## src/rtl/lsu_mem_ctrl.sv

```systemverilog
// lsu_mem_ctrl
// Load/store unit front end that turns one CPU access request into a single
// word-wide bus transaction. Stores are lane-replicated with byte strobes and
// loads are byte/halfword selected and sign/zero extended on the way back.
// Misaligned, illegal or conflicting requests are answered with an error
// response without touching the bus; a stalled bus access is aborted after
// TIMEOUT_CYC cycles.
//
// Ports
//   clk, rst_n              clock, asynchronous active-low reset
//   req_valid / req_ready   request handshake (ready only while idle)
//   write_mem [1:0]         store code: 00 none, 01 sw, 10 sh, 11 sb
//   read_mem  [2:0]         load code: 001 lw, 110 lh, 111 lb, 011 lbu, 010 lhu
//   addr, wdata [31:0]      byte address and right-aligned store data
//   resp_valid / resp_err   one-cycle completion pulse and its error flag
//   rdata [31:0]            formatted load result
//   bus_req/we/addr/wstrb/wdata   word bus request, held until bus_ack
//   bus_ack, bus_rdata      bus completion and full-word read data
module lsu_mem_ctrl #(
   parameter int TIMEOUT_CYC = 255
) (
   input  logic        clk,
   input  logic        rst_n,
   input  logic        req_valid,
   output logic        req_ready,
   input  logic [1:0]  write_mem,
   input  logic [2:0]  read_mem,
   input  logic [31:0] addr,
   input  logic [31:0] wdata,
   output logic        resp_valid,
   output logic        resp_err,
   output logic [31:0] rdata,
   output logic        bus_req,
   output logic        bus_we,
   output logic [31:0] bus_addr,
   output logic [3:0]  bus_wstrb,
   output logic [31:0] bus_wdata,
   input  logic        bus_ack,
   input  logic [31:0] bus_rdata
);

   localparam int CW = $clog2(TIMEOUT_CYC + 1);

   typedef enum logic [1:0] {IDLE, BUS, RESP} state_t;

   state_t        state;
   logic [CW-1:0] wait_cnt;
   logic [2:0]    ld_code;
   logic [1:0]    byte_off;

   logic          is_load;
   logic          is_store;
   logic          req_err;
   logic [3:0]    strb_next;
   logic [31:0]   wdata_next;
   logic [7:0]    sel_byte;
   logic [15:0]   sel_half;
   logic [31:0]   fmt_rdata;
   logic          timeout_hit;

   // Decode the incoming request: error classification plus the strobes and
   // lane-replicated data the bus will see if the request is accepted.
   always_comb begin
      is_load    = (read_mem != 3'b000);
      is_store   = (write_mem != 2'b00);
      req_err    = 1'b0;
      strb_next  = 4'b0000;
      wdata_next = 32'h0;
      if (is_load && is_store)
         req_err = 1'b1;
      if (read_mem[2:1] == 2'b10)
         req_err = 1'b1;
      if (((read_mem == 3'b001) || (write_mem == 2'b01)) && (addr[1:0] != 2'b00))
         req_err = 1'b1;
      if (((read_mem == 3'b110) || (read_mem == 3'b010) || (write_mem == 2'b10)) && addr[0])
         req_err = 1'b1;
      case (write_mem)
         2'b01: begin
            strb_next  = 4'b1111;
            wdata_next = wdata;
         end
         2'b10: begin
            strb_next  = addr[1] ? 4'b1100 : 4'b0011;
            wdata_next = {2{wdata[15:0]}};
         end
         2'b11: begin
            strb_next  = 4'b0001 << addr[1:0];
            wdata_next = {4{wdata[7:0]}};
         end
         default: begin
            strb_next  = 4'b0000;
            wdata_next = 32'h0;
         end
      endcase
   end

   // Format the returned word using the latched load code and byte offset.
   // Stores latch a load code of 000, so they naturally return zero.
   always_comb begin
      sel_byte  = bus_rdata[{byte_off, 3'b000} +: 8];
      sel_half  = byte_off[1] ? bus_rdata[31:16] : bus_rdata[15:0];
      fmt_rdata = 32'h0;
      case (ld_code)
         3'b001:  fmt_rdata = bus_rdata;
         3'b111:  fmt_rdata = {{24{sel_byte[7]}}, sel_byte};
         3'b011:  fmt_rdata = {24'h0, sel_byte};
         3'b110:  fmt_rdata = {{16{sel_half[15]}}, sel_half};
         3'b010:  fmt_rdata = {16'h0, sel_half};
         default: fmt_rdata = 32'h0;
      endcase
      timeout_hit = (wait_cnt == CW'(TIMEOUT_CYC - 1));
   end

   // Main controller. All outputs are registered; the bus request fields are
   // loaded once on acceptance and held untouched until the access ends, and
   // the timeout fires on the last permitted cycle so bus_req is high for
   // exactly TIMEOUT_CYC cycles.
   always_ff @(posedge clk or negedge rst_n) begin
      if (!rst_n) begin
         state      <= IDLE;
         wait_cnt   <= '0;
         ld_code    <= 3'b000;
         byte_off   <= 2'b00;
         req_ready  <= 1'b1;
         resp_valid <= 1'b0;
         resp_err   <= 1'b0;
         rdata      <= 32'h0;
         bus_req    <= 1'b0;
         bus_we     <= 1'b0;
         bus_addr   <= 32'h0;
         bus_wstrb  <= 4'b0000;
         bus_wdata  <= 32'h0;
      end else begin
         case (state)
            IDLE: begin
               if (req_valid && (is_load || is_store)) begin
                  req_ready <= 1'b0;
                  if (req_err) begin
                     state      <= RESP;
                     resp_valid <= 1'b1;
                     resp_err   <= 1'b1;
                     rdata      <= 32'h0;
                  end else begin
                     state     <= BUS;
                     wait_cnt  <= '0;
                     ld_code   <= read_mem;
                     byte_off  <= addr[1:0];
                     bus_req   <= 1'b1;
                     bus_we    <= is_store;
                     bus_addr  <= {addr[31:2], 2'b00};
                     bus_wstrb <= strb_next;
                     bus_wdata <= wdata_next;
                  end
               end
            end
            BUS: begin
               if (bus_ack || timeout_hit) begin
                  state      <= RESP;
                  resp_valid <= 1'b1;
                  resp_err   <= !bus_ack;
                  rdata      <= bus_ack ? fmt_rdata : 32'h0;
                  bus_req    <= 1'b0;
                  bus_we     <= 1'b0;
                  bus_addr   <= 32'h0;
                  bus_wstrb  <= 4'b0000;
                  bus_wdata  <= 32'h0;
               end else begin
                  wait_cnt <= wait_cnt + 1'b1;
               end
            end
            RESP: begin
               state      <= IDLE;
               resp_valid <= 1'b0;
               resp_err   <= 1'b0;
               req_ready  <= 1'b1;
            end
            default: begin
               state <= IDLE;
            end
         endcase
      end
   end

endmodule

```

## config.mk

```make
export PLATFORM = sky130hd
export DESIGN_NAME = lsu_mem_ctrl
export DESIGN_NICKNAME = d
export VERILOG_FILES = /design/src/rtl/lsu_mem_ctrl.sv
export SDC_FILE = /design/constraint.sdc
export NUM_CORES = 1
export LEC_CHECK = 0
export ABC_AREA = 0
export CAP_MARGIN = 0
export CORE_MARGIN = 2
export CORE_UTILIZATION = 40
export CTS_BUF_LIST = sky130_fd_sc_hd__clkbuf_16
export DETAILED_ROUTE_END_ITERATION = 16
export HOLD_SLACK_MARGIN = 0.06
export PLACE_DENSITY = 0.8
export SLEW_MARGIN = 20
export SYNTH_ARGS = -nofsm -noshare
export SYNTH_HDL_FRONTEND = slang
export SYNTH_SLANG_ARGS = --single-unit
```

## constraint.sdc

```tcl
create_clock -name clk -period 2.3 [get_ports clk]
set_clock_uncertainty 0.15 [all_clocks]
set_input_delay 0.345 -clock clk [delete_from_list [all_inputs] [get_ports clk]]
set_output_delay 0.345 -clock clk [all_outputs]
set_load 0.1 [all_outputs]
```

After elaboration in Yosys (flattened, before gate mapping)
Cells that the tools add are included.
{"block": "totals", "output_inout_bits": 105, "wordCells": 109, "in_bits": 105, "ff_bits": 120}
{"block": "classes", "n_eq_ne": 20, "n_bitwise": 1, "mux": 48, "reduce_logical": 24, "shifts": 2, "n_addsub": 1}
{"cell": "$mux 32", "count": 9}
{"cell": "$pmux 32 s2", "count": 3}
{"cell": "$pmux 32 s5", "count": 1}
{"cell": "$pmux 32 s3", "count": 1}
{"cell": "$shiftx 32x6->8", "count": 1}
{"cell": "$mux 8", "count": 3}
{"cell": "$mux 16", "count": 1}
{"cell": "$mux 4", "count": 4}
{"cell": "$pmux 8 s2", "count": 1}
{"cell": "$reduce_and 4->1", "count": 4}
{"cell": "$mux 1", "count": 14}
{"cell": "$pmux 4 s3", "count": 1}
{"cell": "$ne 2x2->1 const B", "count": 5}
{"cell": "$eq 3x2->1 const B", "count": 3}
{"cell": "$eq 3x3->1 const B", "count": 3}
{"cell": "$add 8x1->8 const B", "count": 1}
{"cell": "$eq 2x2->1 const B", "count": 4}
{"cell": "$eq 8x8->1 const B", "count": 1}
{"cell": "$pmux 4 s2", "count": 1}
{"cell": "$reduce_bool 2->1", "count": 4}
{"cell": "$eq 3x1->1 const B", "count": 2}
{"cell": "$mux 2", "count": 3}
{"cell": "$pmux 1 s2", "count": 3}
{"cell": "$pmux 1 s3", "count": 2}
{"cell": "11 further kinds", "count": 21}

Longest topological paths before layout
Gate-level depths: netlist of run 1.
{"block": "logic_depth", "ltp_word": 9, "depth_mapped": 10}

Least setup slack after synthesis of run 1
OpenSTA, ideal clock, no wires.
{"block": "synth_timing", "kind": "register to register", "startpoint": "reg wait_cnt[0]", "endpoint": "reg bus_req", "arrival_ps": 1852, "required_time_ps": 2030, "path_slack_ps": 178, "stages_incl_launch_ff": 11, "cell_sequence": "dfrtp_1 > inv_1 > ha_1 > and3_1 > a211oi_1 > a211oi_1 > a21bo_1 > buf_2 > buf_6 > buf_6 > a21o_1"}
{"block": "synth_via", "elab_chain_len": 4}
{"element": "start: declaration", "line_no": "47", "text": "logic [CW-1:0] wait_cnt;"}
{"element": "start signal: assignment", "line_no": "168", "text": "wait_cnt <= wait_cnt + 1'b1;"}
{"element": "$eq 8x8->1", "line_no": "111", "text": "timeout_hit = (wait_cnt == CW'(TIMEOUT_CYC - 1));"}
{"element": "$logic_or 1x1->1", "line_no": "157", "text": "if (bus_ack || timeout_hit) begin"}
{"element": "$ne 2x2->1 (no line)"}
{"element": "$reduce_and 4->1 (no line)"}
{"element": "end signal: assignment", "line_no": "128", "text": "bus_req <= 1'b0;"}
{"element": "end signal: assignment", "line_no": "148", "text": "bus_req <= 1'b1;"}
{"element": "end signal: assignment", "line_no": "162", "text": "bus_req <= 1'b0;"}
{"element": "end: declaration", "line_no": "33", "text": "output logic bus_req,"}
Every way passes these cells.
A chain may end at the register's enable or synchronous reset.

Final worst setup path of run 1
{"block": "layout_timing", "startpoint": "in write_mem[1]", "endpoint": "reg wait_cnt[6]"}
{"block": "layout_via", "elab_chain_len": 8, "elab_cells_between_ends": 17}
{"element": "start: declaration", "line_no": "26", "text": "input logic [1:0] write_mem,"}
{"element": "$reduce_bool 2->1", "line_no": "65", "text": "is_store = (write_mem != 2'b00);"}
{"element": "$logic_and 1x1->1", "line_no": "69", "text": "if (is_load && is_store)"}
{"element": "$mux 1", "line_no": "69"}
{"element": "$mux 1", "line_no": "71", "text": "if (read_mem[2:1] == 2'b10)"}
{"element": "$mux 1", "line_no": "73", "text": "if (((read_mem == 3'b001) || (write_mem == 2'b01)) && (addr[1:0] != 2'b00))"}
{"element": "$mux 1", "line_no": "75", "text": "if (((read_mem == 3'b110) || (read_mem == 3'b010) || (write_mem == 2'b10)) && addr[0])"}
{"element": "$ne 2x2->1 (no line)"}
{"element": "$reduce_and 4->1 (no line) (*)"}
Every way passes the cells marked *; elsewhere a longest branch is shown, timed or not.

==> impl_metrics.json, run 1 <==
{
  "mostFrequentLayoutCells": "buf_4 (154), dfrtp_1 (117), clkdlybuf4s50_1 (103), nand2_1 (53), a22o_1 (47)",
  "setup_tns_ps": 0,
  "crit_fanout": 7,
  "path_class": "input pin to flip-flop",
  "end_kind": "flip-flop",
  "slew_headroom_pct": 64.8,
  "peakVddDrop_mv": 0.800,
  "holdWs_ps": 305,
  "yosysSeqAreaShare_pct": 53.3,
  "dp_cells": 891,
  "syn2layout_area_growth_pct": 51.7,
  "die_x_um": 122,
  "timing.rr.start": "wait_cnt[0]",
  "path_clk_slew_ps": 50,
  "hold_viol_final": 0,
  "root_buffer": "clkbuf_16",
  "overflow": 0,
  "status": "finished clean",
  "cp_slowest_cell": "clkdlybuf4s50_1",
  "fin_ws_ps": 89.5,
  "multiInputGateArea_um2": 2420,
  "vias": 5055,
  "post_cts_buffers": 0,
  "utilization_pct": 61.3,
  "critPathLaunchType": "input pin",
  "rsz0062_at_grt": "no",
  "synth_flop_cell": "dfrtp_1",
  "path_cells": "clkdlybuf4s50_1, nor2_1, buf_4, a311oi_1, nor2_1, a211oi_1, mux2i_1",
  "max_stage_delay_ps": 560,
  "crit_top_cell": "nor2_1",
  "grt_use_total_pct": 22.9,
  "grt_max_degree": 45,
  "yosysUniqueCellTypes": 47,
  "yosysWarningCount": 0,
  "p_per_area_nw_per_um2": 1020,
  "port_buffers": 207,
  "slew_violations": 0,
  "n_antenna_cell": 0,
  "drv_cap": 0,
  "clk_latency_ps": 400,
  "clock_path_buffers": 2,
  "num_rows": 43,
  "leakage_nw": 4.09,
  "cts_inserted_buffers": 17,
  "ios": 210,
  "rrSetupSlack_ps": 90,
  "finalNetCount": 838,
  "gp_congestion": 0.857,
  "hold_class": "input pin to asynchronous set/reset pin",
  "grt_pass1_wl_mm": 26.4,
  "htreeDepth": 4,
  "core_um2": 13700,
  "wl_mm": 16.6,
  "viasPerCell": 5.47,
  "synth.avg_cell_area_um2": 11.3,
  "dpl.hpwl_mm": 12.3,
  "worst_slew_pin_slew_ps": 527,
  "arrival_ps": 2380,
  "grt_pass1_vias": 5154,
  "ys_seq_elements": 118,
  "synth-edff-count": 0,
  "antenna_found_initial": 0,
  "synthCells": 489,
  "dp_slack_ps": -276,
  "cp.required_ps": 2460,
  "setup_viol_count_final": 0,
  "drc": 0,
  "async_reset_ff_share_pct": 100,
  "min_period_over_period_pct": 96.1,
  "drtIter0Drc": 289,
  "r2r-end": "bus_wdata[5]",
  "fmax_ghz": 0.452,
  "post_drt_wl_per_cell_um": 18.0,
  "dieArea_um2": 14800,
  "fillers": 1115,
  "clkSinkCount": 118,
  "cts_tree": "done",
  "period_needed_ps": 2210,
  "drive_above_1_share_pct": 29.0,
  "reg2reg_depth": 8,
  "drtPass1Iterations": 4,
  "syn_area_um2": 5540,
  "start_util_pct": 40.4,
  "die_h_um": 122,
  "final_common_cell": "buf_4",
  "final-seq-area_um2": 2950,
  "ant_nets": 0,
  "final_cells": 924
}
-- timing repair --
| action | CTS | global route |
|---|---|---|
| hold endpoints to repair | 34 | 0 |
| hold buffers | 1 | 0 |
| endpoints found under the setup margin | 1 | 75 |
| gates resized for setup | 1 | 5 |
-- area by class of cell --
cell class	count	area share, %
tap	180	2.68
multi-input combinational	324	28.7
timing repair buffer	261	26.8
sequential	118	35.1
inverter	9	0.402
clock buffer	17	5.06
clock inverter	15	1.17
-- Yosys cell counts (2+ instances only) --
library cell  number  area share [%]
mux2i_1           15             2.7
o211ai_1           9             1.2
nor2b_1            6            0.68
buf_4              3            0.41
inv_1              9            0.61
a211oi_1          10             1.4
nand2b_1          10             1.1
and4_1             2            0.32
mux2_2            11             2.2
mux4_2             8             3.2
o2bb2ai_1         32             5.1
buf_6              3            0.61
a311oi_1           2            0.32
o21ai_0            6            0.54
clkbuf_1          29             2.0
ha_1               2            0.45
buf_2              4            0.36
dfrtp_1          117              53
a21oi_1           38             3.4
a22oi_1           15             2.0
nand2_1           53             3.6
nand4_1            2            0.23
nor2_1             9            0.61
o22ai_1            2            0.23
and3_1             2            0.23
a21o_1            22             3.0
a22o_1            47             7.4
nor3_1             2            0.18
-- layer usage --
layer / track usage [%] / routed length [um] / up-vias
met5: 0 / 0 / -
met2: 36.7 / 8200 / 214
met3: 5.99 / 1110 / 37
met1: 29.3 / 6820 / 2471
met4: 10.6 / 499 / 0
li1: - / - / 2333
-- power by group --
group | internal, mW | switching (mW)
Sequential | 2.38 | 0.241
Clock | 1.44 | 0.901
Combinational | 1.05 | 2.52
-- sequential cells by signal (all words and copies together) (netlist names) --
name        count
ld_code         3
req_ready       1
state           2
resp_err        1
bus_req         1
bus_wstrb       4
bus_addr       30
byte_off        2
wait_cnt        8
bus_wdata      32
resp_valid      1
bus_we          1
rdata          32
-- worst max path at each step --
stage	slack, ps	end	cells past startpoint	start
finish	90	wait_cnt[6]	7	write_mem[1]
global route	4	wait_cnt[4]	7	wait_cnt[0]
CTS	30	bus_wdata[4]	8	wait_cnt[0]
detailed placement	-280	wait_cnt[6]	7	write_mem[1]
global placement	-210	bus_wdata[3]	9	read_mem[1]
floorplan	180	bus_req	10	wait_cnt[0]
-- cells by family (layout without fill, tap and decap cells) --
group,count (synthesis),count (layout),share of synthesized area (%)
mux,34,34,8.19
buf+inv,48,302,3.95
compound gates,192,192,26.1
other cells,1,2,0.0676
simple gates,94,94,7.97
fa+ha+maj,2,2,0.451
flops,118,118,53.3
-- critical path: cells and delay by family --
family	cells	cell delay (ps)
buffers and inverters	2	710
muxes	1	260
and+or+nand+nor	2	320
AOI/OAI and AO/OA	2	730
-- stage by stage --
| step | power (mW) | instance area (um2) |
|---|---|---|
| after global routing | 8.89 | 8410 |
| after floorplan | 5.22 | 5550 |
| final | 8.55 | 8410 |
| after CTS | 8.57 | 8390 |
| after detailed placement | 6.20 | 7850 |
| after global placement | 6.14 | 7850 |
Note: power is estimated with default switching activity, not from simulation.
==> run 2: changes to the inputs <==
--- a/config.mk
+++ b/config.mk
@@ -8,11 +8,11 @@
 export ABC_AREA = 0
 export CAP_MARGIN = 0
 export CORE_MARGIN = 2
-export CORE_UTILIZATION = 40
+export CORE_UTILIZATION = 44
 export CTS_BUF_LIST = sky130_fd_sc_hd__clkbuf_16
 export DETAILED_ROUTE_END_ITERATION = 16
 export HOLD_SLACK_MARGIN = 0.06
-export PLACE_DENSITY = 0.8
+export PLACE_DENSITY = 0.83
 export SLEW_MARGIN = 20
 export SYNTH_ARGS = -nofsm -noshare
 export SYNTH_HDL_FRONTEND = slang
==> constraint.sdc (replaced) <==
create_clock -name clk -period 2.16 [get_ports clk]
set_clock_uncertainty 0.15 [all_clocks]
set_input_delay 0.324 -clock clk [delete_from_list [all_inputs] [get_ports clk]]
set_output_delay 0.324 -clock clk [all_outputs]
set_load 0.1 [all_outputs]
==> impl_metrics.json, run 2 (synthesis gave the netlist of run 1 again) <==
{
  "status": "finished clean",
  "reg2reg_depth": 8,
  "start_util_pct": 44.5,
  "grt_pass1_vias": 5222,
  "peakVddDrop_mv": 0.836,
  "drv_cap": 0,
  "overflow": 0,
  "comb_power_share_pct": 42.4,
  "vias": 5329,
  "cts_inserted_buffers": 17,
  "die_h_um": 116,
  "dieArea_um2": 13500,
  "mostFrequentLayoutCells": "buf_4 (149), dfrtp_1 (117), clkdlybuf4s50_1 (98), nand2_1 (53), a22o_1 (47)",
  "p_sw_mw": 4.10,
  "post_drt_wl_per_cell_um": 19.6,
  "grt_use_total_pct": 25.6,
  "finalNetCount": 850,
  "viasPerCell": 5.74,
  "worstSetupPathDepth": 8,
  "fmax_ghz": 0.472,
  "die_x_um": 116,
  "power.internal_mw": 5.50,
  "max_stage_delay_ps": 390,
  "grt_max_degree": 119,
  "syn2layout_area_growth_pct": 58.9,
  "clk_latency_ps": 420,
  "path_cells": "inv_2, ha_4, and3_4, a211oi_4, a211oi_4, a21bo_4, buf_12, a22o_1",
  "slew_violations": 0,
  "clock_path_buffers": 2,
  "p_per_area_nw_per_um2": 1090,
  "dp_slack_ps": -474,
  "htreeDepth": 4,
  "core_um2": 12500,
  "hold_class": "input pin to flip-flop",
  "switching_share_pct": 42.7,
  "fin_ws_ps": 39.2,
  "slew_headroom_pct": 57.1,
  "wl_mm": 18.2,
  "worst_slew_pin_slew_ps": 643,
  "port_buffers": 207,
  "seqPwrFrac_pct": 29.3,
  "drtPass1Iterations": 6,
  "cts_tree": "done",
  "min_period_over_period_pct": 98.2,
  "setup_viol_count_final": 0,
  "crit_top_cell": "a211oi_4",
  "holdPathStages": 3,
  "gp_congestion": 0.853,
  "antenna_found_initial": 0,
  "fillers": 881,
  "pwr-share-clk_pct": 28.3,
  "path_class": "flip-flop to flip-flop",
  "top_regs": "bus_wdata x32, rdata x32, bus_addr x30",
  "final_common_cell": "buf_4",
  "leakage_nw": 4.27,
  "dpl.hpwl_mm": 12.3,
  "cp_top_family": "compound AO/OA/AOI/OAI gates",
  "end_kind": "flip-flop",
  "crit_fanout": 15,
  "num_rows": 41,
  "grt_pass1_wl_mm": 26.5,
  "path_buf_inv": 2,
  "final_area_um2": 8810,
  "drtIter0Drc": 432,
  "arrival_ps": 2270,
  "hold_viol_final": 0,
  "cp_slowest_cell": "dfrtp_1",
  "drc": 0,
  "ios": 210,
  "path_clk_slew_ps": 50,
  "placed_area_um2": 7870,
  "ant_nets": 0,
  "drive_above_1_share_pct": 31.7,
  "n_antenna_cell": 0,
  "root_buffer": "clkbuf_16",
  "period_needed_ps": 2120,
  "cp.required_ps": 2310,
  "clkSinkCount": 118,
  "critPathLaunchType": "flip-flop",
  "power_mw": 9.60
}
run 2: cell count changes in the layout (fill, tap and decap cells not counted), moves of 2 or more:
| cell | delta |
|---|---|
| clkdlybuf4s50_1 | -5 |
| buf_8 | +3 |
| buf_12 | +3 |
| clkbuf_16 | +6 |
| inv_1 | -4 |
| dlymetal6s2s_1 | +5 |
| buf_6 | +4 |
| a211oi_2 | +3 |
| clkinv_2 | -2 |
| buf_4 | -5 |
| a211oi_1 | -4 |
| clkinvlp_4 | +3 |
run 2: path summary, 6_finish.rpt:
path                       slack [ps]            end         from
setup / recovery                   40   bus_addr[24]  wait_cnt[0]
hold / removal                    230     ld_code[2]  read_mem[2]
setup reg to reg                   40   bus_addr[24]  wait_cnt[0]
hold reg to reg                   330         bus_we       bus_we
max in group asynchronous         980  bus_wdata[13]        rst_n
min in group asynchronous         370   bus_addr[21]        rst_n
run 2: metrics by stage:
stage	instances	utilization, %	TNS (ps)	hold WS [ps]
final	928	70.7	0	225
after global routing	928	70.7	-179	240
after floorplan	490	-	0	-122
after detailed placement	885	63.2	-45040	319
after global placement	885	63.2	-35920	305
after CTS	918	68.0	-124	331
run 2: final cells by class:
type	count	area, um2	area share, %
Tap cell	172	215	2.44
Clock inverter	15	139	1.58
Multi-Input combinational cell	325	2510	28.5
Inverter	9	33.8	0.383
Timing Repair Buffer	272	2530	28.7
Clock buffer	17	425	4.83
Sequential cell	118	2950	33.5
run 2: per-layer routing:
metal  share of wire [%]  wire length [um]  global-route usage, %
met1                  39              7110                   31.3
met2                  50              9160                   41.7
met3                 7.5              1360                   7.68
met4                 3.1               558                   11.9
met5                   0                 0                      0
run 2: power by group through the flow:
stage | registers, mW | logic [mW] | clock network (mW)
floorplan | 4.49 | 1.07 | 0
global placement | 2.81 | 3.80 | 0
detailed placement | 2.81 | 3.87 | 0
CTS | 2.79 | 3.90 | 2.75
global route | 2.84 | 4.24 | 2.84
finish | 2.81 | 4.07 | 2.72
run 2: what timing repair did:
action / in CTS / in global routing
buffers inserted: 0 / 2
hold buffers: 1 / 0
endpoints found under the setup margin: 93 / 98
gates cloned: 0 / 9
gates resized for setup: 6 / 31
pin swaps: 1 / 11
endpoints found under the hold margin: 117 / 0
run 2: tightest hold or removal path, cell delays in order:
cell            delay (ps)
dlymetal6s2s_1         160
buf_4                  150
mux2_2                 130
